### config.mk
export PLATFORM = sky130hd
export DESIGN_NAME = i2c_reg_slave
export DESIGN_NICKNAME = d
export VERILOG_FILES = /design/src/rtl/i2c_pkg.sv /design/src/rtl/i2c_line_filter.sv /design/src/rtl/i2c_reg_slave.sv
export SDC_FILE = /design/constraint.sdc
export NUM_CORES = 1
export LEC_CHECK = 0
export BUFFER_PORTS_ARGS = -buffer_cell sky130_fd_sc_hd__buf_4
export CAP_MARGIN = 20
export CORE_MARGIN = 2
export CORE_UTILIZATION = 55
export CTS_BUF_LIST = sky130_fd_sc_hd__clkbuf_4
export CTS_CLUSTER_DIAMETER = 150
export DETAILED_ROUTE_END_ITERATION = 6
export PLACE_DENSITY = 0.75
export SLEW_MARGIN = 20
export SYNTH_ARGS = -nofsm -noshare
export SYNTH_HDL_FRONTEND = slang
export SYNTH_SLANG_ARGS = --single-unit
### constraint.sdc
create_clock -name clk -period 2.05 [get_ports clk]
set_input_delay 0.1025 -clock clk [delete_from_list [all_inputs] [get_ports clk]]
set_output_delay 0.1025 -clock clk [all_outputs]
set_load 0.01 [all_outputs]
### src/rtl/i2c_pkg.sv
// Shared types and defaults for the I2C register target: FSM state encoding,
// ACK/NACK bus levels and default sizing parameters.
package i2c_pkg;

  typedef enum logic [3:0] {
    ST_IDLE     = 4'd0,
    ST_ADDR     = 4'd1,
    ST_ADDR_ACK = 4'd2,
    ST_IGNORE   = 4'd3,
    ST_WR_PTR   = 4'd4,
    ST_WR_DATA  = 4'd5,
    ST_WR_ACK   = 4'd6,
    ST_RD_DATA  = 4'd7,
    ST_RD_ACK   = 4'd8
  } i2c_state_e;

  localparam logic I2C_ACK  = 1'b0;
  localparam logic I2C_NACK = 1'b1;

  localparam int DEFAULT_ADDR_W     = 4;
  localparam int DEFAULT_FILTER_LEN = 3;

endpackage

### src/rtl/i2c_line_filter.sv
// Two-flop synchronizer, glitch filter and edge detector for one I2C line.
// The filtered level only follows the pin after FILTER_LEN consecutive differing samples.
module i2c_line_filter
  import i2c_pkg::*;
#(
  parameter int FILTER_LEN = DEFAULT_FILTER_LEN
) (
  input  logic clk,
  input  logic reset,
  input  logic raw,
  output logic level,
  output logic rise,
  output logic fall
);

  localparam int CW = (FILTER_LEN > 1) ? $clog2(FILTER_LEN) : 1;

  logic [1:0]    sync;
  logic [CW-1:0] cnt;
  logic          level_q;

  // Lines idle high, so reset to 1 to avoid a spurious edge when reset releases.
  always_ff @(posedge clk) begin
    if (reset) begin
      sync    <= 2'b11;
      cnt     <= '0;
      level   <= 1'b1;
      level_q <= 1'b1;
    end else begin
      sync    <= {sync[0], raw};
      level_q <= level;
      if (sync[1] == level) begin
        cnt <= '0;
      end else if (cnt == CW'(FILTER_LEN - 1)) begin
        level <= sync[1];
        cnt   <= '0;
      end else begin
        cnt <= cnt + CW'(1);
      end
    end
  end

  assign rise = level & ~level_q;
  assign fall = ~level & level_q;

endmodule

### src/rtl/i2c_reg_slave.sv
// I2C target with a 2^ADDR_W x 8 register file shared with an Avalon-MM slave port.
// Optional irq output (set on I2C write commit, cleared by Avalon read) under I2C_REG_SLAVE_IRQ_EN.
module i2c_reg_slave
  import i2c_pkg::*;
#(
  parameter logic [6:0] SLAVE_ADDR = 7'h50,
  parameter int         ADDR_W     = DEFAULT_ADDR_W,
  parameter int         FILTER_LEN = DEFAULT_FILTER_LEN
) (
  input  logic              clk,
  input  logic              reset,
  input  logic              scl_in,
  input  logic              sda_in,
  output logic              sda_oe,
  input  logic [ADDR_W-1:0] address,
  input  logic              chipselect,
  input  logic              write_n,
  input  logic [7:0]        writedata,
  output logic [7:0]        readdata,
  output logic              busy,
`ifdef I2C_REG_SLAVE_IRQ_EN
  output logic              irq,
`endif
  output logic [3:0]        state_dbg
);

  localparam int NREG = 1 << ADDR_W;

  i2c_state_e        state, state_next;
  logic              scl, scl_rise, scl_fall;
  logic              sda, sda_rise, sda_fall;
  logic              start_cond, stop_cond;
  logic [7:0]        shreg;
  logic [2:0]        bitcnt;
  logic              byte_full;
  logic [ADDR_W-1:0] ptr;
  logic [7:0]        regs [NREG];
  logic [7:0]        rd_byte;
  logic              addr_match;
  logic              av_we;

  logic sda_oe_next, shift_in, shift_out, clr_bits;
  logic ld_ptr, inc_ptr, i2c_we, ld_rd;

  i2c_line_filter #(.FILTER_LEN(FILTER_LEN)) u_scl_filt (
    .clk   (clk),
    .reset (reset),
    .raw   (scl_in),
    .level (scl),
    .rise  (scl_rise),
    .fall  (scl_fall)
  );

  i2c_line_filter #(.FILTER_LEN(FILTER_LEN)) u_sda_filt (
    .clk   (clk),
    .reset (reset),
    .raw   (sda_in),
    .level (sda),
    .rise  (sda_rise),
    .fall  (sda_fall)
  );

  assign start_cond = sda_fall & scl;
  assign stop_cond  = sda_rise & scl;
  assign addr_match = (shreg[7:1] == SLAVE_ADDR);
  assign rd_byte    = regs[ptr];

  // Avalon handshake: no waitrequest. A write is taken on the clk edge where
  // chipselect & ~write_n; readdata is valid combinationally in the same cycle.
  assign av_we     = chipselect & ~write_n;
  assign readdata  = regs[address];
  assign busy      = (state != ST_IDLE);
  assign state_dbg = state;

  always_ff @(posedge clk) begin
    if (reset) state <= ST_IDLE;
    else       state <= state_next;
  end

  always_comb begin
    state_next = state;
    if (start_cond) begin
      state_next = ST_ADDR;
    end else if (stop_cond) begin
      state_next = ST_IDLE;
    end else begin
      case (state)
        ST_ADDR:     if (scl_fall && byte_full) state_next = addr_match ? ST_ADDR_ACK : ST_IGNORE;
        ST_ADDR_ACK: if (scl_fall) state_next = shreg[0] ? ST_RD_DATA : ST_WR_PTR;
        ST_WR_PTR:   if (scl_fall && byte_full) state_next = ST_WR_ACK;
        ST_WR_DATA:  if (scl_fall && byte_full) state_next = ST_WR_ACK;
        ST_WR_ACK:   if (scl_fall) state_next = ST_WR_DATA;
        ST_RD_DATA:  if (scl_fall && bitcnt == 3'd7) state_next = ST_RD_ACK;
        ST_RD_ACK: begin
          if (scl_rise && sda == I2C_NACK) state_next = ST_IGNORE;
          else if (scl_fall)               state_next = ST_RD_DATA;
        end
        default: state_next = state;
      endcase
    end
  end

  // SDA drive only changes on a filtered SCL fall, so it is never altered while SCL is high.
  always_comb begin
    sda_oe_next = sda_oe;
    shift_in    = 1'b0;
    shift_out   = 1'b0;
    clr_bits    = 1'b0;
    ld_ptr      = 1'b0;
    inc_ptr     = 1'b0;
    i2c_we      = 1'b0;
    ld_rd       = 1'b0;
    if (start_cond || stop_cond) begin
      sda_oe_next = 1'b0;
      clr_bits    = 1'b1;
    end else begin
      case (state)
        ST_ADDR, ST_WR_PTR, ST_WR_DATA: begin
          shift_in = scl_rise;
          if (scl_fall && byte_full) begin
            clr_bits    = 1'b1;
            sda_oe_next = (state != ST_ADDR) || addr_match;
            ld_ptr      = (state == ST_WR_PTR);
            i2c_we      = (state == ST_WR_DATA);
            inc_ptr     = (state == ST_WR_DATA);
          end
        end
        ST_ADDR_ACK: if (scl_fall) begin
          clr_bits    = 1'b1;
          ld_rd       = shreg[0];
          sda_oe_next = shreg[0] & ~rd_byte[7];
        end
        ST_WR_ACK: if (scl_fall) begin
          clr_bits    = 1'b1;
          sda_oe_next = 1'b0;
        end
        ST_RD_DATA: if (scl_fall) begin
          if (bitcnt == 3'd7) begin
            clr_bits    = 1'b1;
            sda_oe_next = 1'b0;
          end else begin
            shift_out   = 1'b1;
            sda_oe_next = ~shreg[6];
          end
        end
        ST_RD_ACK: begin
          inc_ptr = scl_rise && (sda == I2C_ACK);
          if (scl_fall) begin
            clr_bits    = 1'b1;
            ld_rd       = 1'b1;
            sda_oe_next = ~rd_byte[7];
          end
        end
        default: sda_oe_next = 1'b0;
      endcase
    end
  end

  always_ff @(posedge clk) begin
    if (reset) begin
      sda_oe    <= 1'b0;
      shreg     <= '0;
      bitcnt    <= '0;
      byte_full <= 1'b0;
      ptr       <= '0;
    end else begin
      sda_oe <= sda_oe_next;
      if (ld_rd)          shreg <= rd_byte;
      else if (shift_in)  shreg <= {shreg[6:0], sda};
      else if (shift_out) shreg <= {shreg[6:0], 1'b0};
      if (clr_bits) begin
        bitcnt    <= '0;
        byte_full <= 1'b0;
      end else if (shift_in || shift_out) begin
        bitcnt <= bitcnt + 3'd1;
        if (shift_in && bitcnt == 3'd7) byte_full <= 1'b1;
      end
      if (ld_ptr)       ptr <= shreg[ADDR_W-1:0];
      else if (inc_ptr) ptr <= ptr + ADDR_W'(1);
    end
  end

  // I2C commit takes priority when both ports hit the same register.
  always_ff @(posedge clk) begin
    if (reset) begin
      for (int i = 0; i < NREG; i++) regs[i] <= '0;
    end else begin
      for (int i = 0; i < NREG; i++) begin
        if (i2c_we && ptr == ADDR_W'(i))        regs[i] <= shreg;
        else if (av_we && address == ADDR_W'(i)) regs[i] <= writedata;
      end
    end
  end

`ifdef I2C_REG_SLAVE_IRQ_EN
  always_ff @(posedge clk) begin
    if (reset)                       irq <= 1'b0;
    else if (i2c_we)                 irq <= 1'b1;
    else if (chipselect && write_n)  irq <= 1'b0;
  end
`endif

endmodule

==> summary.txt, run 1 <==
Status: complete, but fails checks
Violated checks: negative setup slack
H-tree depth: 4
Register bit count reported by yosys: 165
Reg clk slew, reported paths: 0.14 ns
Routed wire length: 28.65 mm
Final setup vio count: 8
Storage element area: 0.004591 mm^2
Layout Nets: 883
Site Rows: 48
Leak: 3.940 nW
Final WS setup: -0.3182 ns
Multi-input logic area: 0.004738 mm^2
Top cell type's share of synthesized area: 40.34%
CTS tree: built
WHS: 0.1116 ns
Core occupancy in the finished layout: 65.26%
Syn_area_per_cell: 12.25 um^2
Initial detailed-routing violation count: 1433
Combinational Power Share: 15.1%
PwrDens: 650.5 mW/mm^2
Hold Path Stages: 3
Final hold vios: 0
Total CTS buffers: 17
CTS max path bufs: 2
First-pass GRT wire length: 42.99 mm
Fin crit share: 115.5%
Sequential share of power: 52.9%
Place WS: 0.02587 ns
Hold WC Path Type: in2reg
Root Buffer: clkbuf_4
Final Critical Period: 2.368 ns
Yosys warns: 0
Sw Pwr: 1.920 mW
Initial antenna violation count: 1
Cell Count, Final, Fillers Out: 1097
Post-synth cell types: 62
Switching share of power: 26.43%
Layout cell share with drive strength beyond 1: 33.68%
Vert. Die Dim: 135.6 um
Top post-synthesis cells by area: edfxtp_1, mux4_2, dfxtp_1, mux2_2, nand3_1
EDFF count, synth: 128
CTS sink cnt: 165
Fin area: 0.01117 mm^2
Die X: 135.6 um
Placed cells: 1050
Die ar.: 0.01839 mm^2
Total internal power: 5.346 mW
# Max-Cap Violations: 0
# fillers: 1244
WP data required: 1.95 ns
Async SR Flop Fraction: 0%
Max-slew violations: 0
I/O Buffers: 31
CP Launch Type: flop
Vias in the first global route: 7383
RSZ-0062 raised after global routing: true
Vias: 7669
Maximum number of pins on one net before global-route repair: 38
Max Clk Rate: 422.3 MHz
Gr ovfl total: 0
GRT Total Usage: 31.92%
Dpl hpwl: 20.28 mm
Worst skew pair latency: 0.59 ns
Antenna violation net count after detailed routing: 0
Starting Density: 55.67%
Peak supply drop: 0.4400 mV
Core box area: 0.01712 mm^2
Layout area overhead: 17.21%
Top FF cell, synth: edfxtp_1
Crit path arrival time: 2.27 ns
Crit Path Class: reg2out
Slew @ Worst Pin: 0.6610 ns
Top-level port count: 32
Post-Syn Nets: 804
Worst-case reg-to-reg path depth: 5
Mapped Area: 0.009529 mm^2
Mapped Cells: 778
Final Wtd Congestion: 1.004
Post-synthesis sequential area ratio: 48.11%
DRC Markers: 0
Yosys top cell by area: edfxtp_1
Wire per inst: 26.11 um
Worst Skew: 0.01632 ns
Rel. slew slack: 55.84%
Clock power share: 32.1%
CP endpoint kind: output port
Placed cell areas: 0.01057 mm^2
Crit Path Max Fanout: 2
DRT Pass-1 Iters: 6
Via density: 6.991
[power groups by stage]
stage	sequential (mW)	combinational [mW]	clock [mW]
after detailed placement	3.90	1.01	0
after CTS	3.83	1.05	2.33
after floorplan	3.87	0.607	0
final	3.84	1.09	2.33
after global placement	3.89	0.991	0
after global routing	3.85	1.14	2.46
[placed cells by master, fill, tap and decap left out, drive strengths merged, types with 3 or more instances in the layout]
| cell type | count |
|---|---|
| nor2 | 32 |
| o21ai | 87 |
| o211ai | 3 |
| nand3b | 4 |
| nand4 | 4 |
| buf | 110 |
| inv | 16 |
| clkbuf | 17 |
| a211oi | 4 |
| mux2i | 12 |
| or2 | 7 |
| ha | 8 |
| o22ai | 6 |
| mux2 | 48 |
| a21oi | 13 |
| xnor2 | 4 |
| nand2b | 3 |
| a221oi | 8 |
| or3 | 3 |
| bufinv | 5 |
| edfxtp | 128 |
| a221o | 3 |
| a22o | 7 |
| nor2b | 20 |
| a211o | 3 |
| dlygate4sd3 | 10 |
| nor4 | 3 |
| nand2 | 52 |
| clkinvlp | 3 |
| mux4 | 72 |
| nand3 | 92 |
| dfxtp | 37 |
| nor3 | 11 |
[critical path, cell delays in order (launching register included)]
cell and delay [ns]:
edfxtp_1 0.43, mux4_2 0.58, mux4_2 0.53, buf_6 0.14
[stage by stage]
stage	total power [mW]	setup TNS, ns
2_1_floorplan	4.477	0
3_3_place_gp	4.881	0
3_5_place_dp	4.909	0
4_1_cts	7.202	-2.274
5_1_grt	7.455	-2.522
6_report	7.266	-2.203
[flip-flops by register name, summed over array words and instances, names as in the netlist, named ones only]
register and count:
u_sda_filt.cnt 2, ptr 4, u_sda_filt.sync 2, sda_oe 1
u_sda_filt.level 1, state_dbg 4, shreg 8, regs 128
u_scl_filt.level_q 1, u_scl_filt.sync 2, u_scl_filt.level 1, u_scl_filt.cnt 2
byte_full 1, u_sda_filt.level_q 1, bitcnt 3
[area by class of cell]
class / instances / area share, %
Timing Repair Buffer: 120 / 10.38
Clock inverter: 15 / 2.016
Tap cell: 225 / 2.520
Sequential cell: 165 / 41.10
Antenna cell: 2 / 0.04481
Multi-Input combinational cell: 542 / 42.42
Inverter: 11 / 0.3697
Clock buffer: 17 / 1.143
[cells in the mapped netlist (13+ instances only)]
| cell type | number |
|---|---|
| mux2_2 | 48 |
| edfxtp_1 | 128 |
| a21oi_1 | 13 |
| clkbuf_1 | 37 |
| nand3_1 | 91 |
| nor2_1 | 32 |
| mux4_2 | 72 |
| dfxtp_1 | 37 |
| o21ai_0 | 84 |
| nand2_1 | 51 |
| buf_2 | 18 |
| nor2b_1 | 20 |
[worst paths after layout]
path	start	end	slack, ns
max	regs[15][6]	readdata[6]	-0.32
min reg2reg	u_sda_filt.cnt[0]	u_sda_filt.cnt[0]	0.42
min	reset	shreg[0]	0.11
max reg2reg	flop	shreg[3]	0.05
[timing repair]
action                                 4_1_cts  5_1_grt
buffers inserted                             0        3
resized for setup                            9       19
hold buffers                                10        0
endpoints found under the hold margin       87        0
setup endpoints to repair                   13       89
pin swaps                                    0        3
[metal layers]
metal  global-route usage, %  wire length [um]  vias to the layer above
met5                       0                 0                        -
li1                        -                 -                     3241
met1                   40.11              9821                     3694
met3                   7.370              3508                      124
met2                   50.56             13420                      610
met4                   19.39              1894                        0
[cell families (layout without fill, tap and decap cells)]
group / Yosys count / after routing / synth area share, %
xor gates and xnor gates: 6 / 6 / 0.5515
DFF: 165 / 165 / 48.11
buffers and inverters: 71 / 163 / 3.033
adders and majority gates: 8 / 8 / 1.050
and+or+nand+nor: 242 / 242 / 13.31
muxes: 132 / 132 / 23.95
AOI/OAI and AO/OA: 154 / 154 / 9.992
other: 0 / 2 / 0
No activity file was read; power rests on OpenSTA's default activity.
==> run 2: changes to the inputs <==
--- a/config.mk
+++ b/config.mk
@@ -12,8 +12,10 @@
 export CTS_BUF_LIST = sky130_fd_sc_hd__clkbuf_4
 export CTS_CLUSTER_DIAMETER = 150
 export DETAILED_ROUTE_END_ITERATION = 6
+export GPL_TIMING_DRIVEN = 0
 export PLACE_DENSITY = 0.75
 export SLEW_MARGIN = 20
 export SYNTH_ARGS = -nofsm -noshare
 export SYNTH_HDL_FRONTEND = slang
+export SYNTH_HIERARCHICAL = 1
 export SYNTH_SLANG_ARGS = --single-unit
==> constraint.sdc (replaced) <==
create_clock -name clk -period 1.9 [get_ports clk]
set_input_delay 0.095 -clock clk [delete_from_list [all_inputs] [get_ports clk]]
set_output_delay 0.095 -clock clk [all_outputs]
set_load 0.01 [all_outputs]
==> summary.txt, run 2 <==
Dpl hpwl: 22.33 mm (+10%)
First-pass GRT wire length: 54.00 mm (+26%)
Starting Density: 56.02% (+0.35 points)
Final Wtd Congestion: 0.9825 (-2.1%)
Syn_area_per_cell: 11.58 um^2 (-5.5%)
Initial antenna violation count: 1 (unchanged)
Commonest non-fill, non-tap cell in the layout: edfxtp_1
CTS sink cnt: 165 (unchanged)
Gr ovfl total: 0 (unchanged)
Slew @ Worst Pin: 1.156 ns (+0.4949 ns)
Vert. Die Dim: 136.3 um (+0.48%)
Crit path arrival time: 2.48 ns (+0.21 ns)
Layout area overhead: 44.39%
I/O Buffers: 31 (unchanged)
Top-level port count: 32 (unchanged)
Site Rows: 48 (unchanged)
Yosys top cell by area: edfxtp_1
Yosys warns: 6 (+6)
# Max-Cap Violations: 0 (unchanged)
PwrDens: 592.1 mW/mm^2 (-9.0%)
Mapped Cells: 831 (+6.8%)
Final Critical Period: 2.580 ns
Vias: 9986 (+30%)
Die X: 136.3 um (+0.48%)
Layout cell share with drive strength beyond 1: 58.33% (+25 points)
Via density: 8.047 (+15%)
Initial detailed-routing violation count: 2359 (+65%)
Antenna violation net count after detailed routing: 0 (unchanged)
Most flops, register: regs
Crit Path Class: reg2out
Final setup vio count: 270 (+262)
Top FF cell, synth: edfxtp_1
Post-synth cell types: 62 (unchanged)
CTS max path bufs: 2 (unchanged)
Async SR Flop Fraction: 0% (unchanged)
Top cell type's share of synthesized area: 39.94% (-0.39 points)
Maximum number of pins on one net before global-route repair: 17 (-55%)
Commonest non-fill, non-tap cells in the layout: edfxtp_1, mux4_2, o21ai_2
WP data required: 1.80 ns (-0.15 ns)
CP endpoint kind: output port
Largest regs: regs: 128 flops, shreg: 8 flops
Status: complete, but fails checks
Top post-synthesis cells by area: edfxtp_1, mux4_2, dfxtp_1, o21ai_0, nand3_1
RSZ-0062 raised after global routing: true
GRT Total Usage: 40.63% (+8.7 points)
Total power: 8.227 mW (+13%)
Register bit count reported by yosys: 165 (unchanged)
Final hold vios: 0 (unchanged)
Rel. slew slack: 22.52% (-33 points)
Fin area: 0.01389 mm^2 (+24%)
Core box area: 0.01718 mm^2 (+0.35%)
Max-slew violations: 0 (unchanged)
Place WS: -0.8578 ns (-0.8837 ns)
Reg clk slew, reported paths: 0.19 ns (+0.05 ns)
Peak supply drop: 0.6152 mV (+40%)
Core occupancy in the finished layout: 80.89% (+16 points)
Setup_tns: -71.17 ns (-68.97 ns)
Final WS setup: -0.6797 ns (-0.3616 ns)
Post-synthesis sequential area ratio: 47.64% (-0.47 points)
Routed wire length: 43.61 mm (+52%)
Placed cell areas: 0.01033 mm^2 (-2.2%)
Fin crit share: 135.8%
Wire per inst: 35.14 um (+35%)
Max reg flops: 128 (unchanged)
Hold WC Path Type: in2reg
# fillers: 833 (-33%)
DRT Pass-1 Iters: 7 (+1)
Leak: 4.727 nW (+20%)
Root Buffer: clkbuf_4
DRC Markers: 52 (+52)
H-tree depth: 4 (unchanged)
Mapped Area: 0.009623 mm^2 (+0.98%)
EDFF count, synth: 128 (unchanged)
Post-Syn Nets: 857 (+6.6%)
R2r setup slk: -0.44 ns (-0.49 ns)
Synth cell count leaders: edfxtp_1, o21ai_0, nand3_1
Max Clk Rate: 387.6 MHz
CTS tree: built
Worst skew pair latency: 0.67 ns (+0.08 ns)
Vias in the first global route: 8944 (+21%)
Layout Nets: 1028 (+16%)
Violated checks: design-rule violations, negative setup slack
Most common cell in the netlist: edfxtp_1
Total CTS buffers: 17 (unchanged)
Worst Skew: 0.03467 ns (+0.01835 ns)
Crit Path Max Fanout: 2 (unchanged)
Die ar.: 0.01857 mm^2 (+0.96%)
CP Launch Type: flop
-- run 2: changes by cell type after synthesis, sizes merged, moves of 6 or more --
cell | before | now
a21oi | 13 | 7
clkbuf | 37 | 46
mux2 | 48 | 17
nand2 | 52 | 81
o21ai | 87 | 119
-- run 2: path summary, 6_finish.rpt --
path,endpoint,cells after the start,from
worst max register to register,flop,10,u_scl_filt/level
worst max-delay path,readdata[6],3,regs[15][6]
worst min-delay path,regs[10][3],4,address[2]
worst min register to register,u_scl_filt/sync[1],1,u_scl_filt/sync[0]
-- run 2: kinds of logic after synthesis --
| group | synth area share (%) |
|---|---|
| XOR/XNOR | 0.6371 |
| buffers and inverters | 3.706 |
| multiplexers | 19.85 |
| AND/OR/NAND/NOR | 15.50 |
| AO/OA/AOI/OAI | 11.62 |
| adder cells (fa/ha/maj) | 1.040 |
| flip-flops | 47.64 |
-- run 2: critical path, stage by stage, from the launching register on --
cell      delay (ns)
edfxtp_1        0.56
mux4_2          0.57
mux4_2          0.55
buf_6           0.15
-- run 2: repair_timing --
item / 4_1_cts / 5_1_grt
endpoints found under the hold margin: 63 / 0
resized for setup: 406 / 188
pin swaps: 39 / 28
hold buffers: 14 / 0
cloned: 20 / 1
setup endpoints to repair: 288 / 290
buffers inserted: 66 / 30
-- run 2: per-stage QoR --
| step | cells | hold WS [ns] |
|---|---|---|
| 2_1_floorplan | 831 | 0.1721 |
| 3_3_place_gp | 1087 | 0.2745 |
| 3_5_place_dp | 1088 | 0.2833 |
| 4_1_cts | 1213 | 0.1326 |
| 5_1_grt | 1241 | 0.1688 |
| 6_report | 1241 | 0.1589 |
-- run 2: cell type report --
| class | count | area [um^2] | share of cell area, % |
|---|---|---|---|
| Clock buffer | 17 | 127.6 | 0.9185 |
| Buffer | 61 | 578.1 | 4.160 |
| Antenna cell | 1 | 2.502 | 0.01801 |
| Tap cell | 225 | 281.5 | 2.026 |
| Sequential cell | 165 | 4606 | 33.15 |
| Multi-Input combinational cell | 589 | 6449 | 46.41 |
| Clock inverter | 15 | 170.2 | 1.225 |
| Timing Repair Buffer | 158 | 1639 | 11.80 |
| Inverter | 10 | 41.29 | 0.2972 |
-- run 2: routing by layer --
| metal | wire (um) | global-route usage (%) | share of wire (%) |
|---|---|---|---|
| met2 | 18720 | 62.37 | 43 |
| met5 | 0 | 0 | 0 |
| met1 | 13090 | 51.03 | 30 |
| met4 | 4851 | 23.67 | 11 |
| met3 | 6959 | 12.49 | 16 |
-- run 2: power breakdown --
part           internal (mW)  switching (mW)
clock                  0.816            1.59
combinational          0.692           0.901
sequential              4.05           0.182
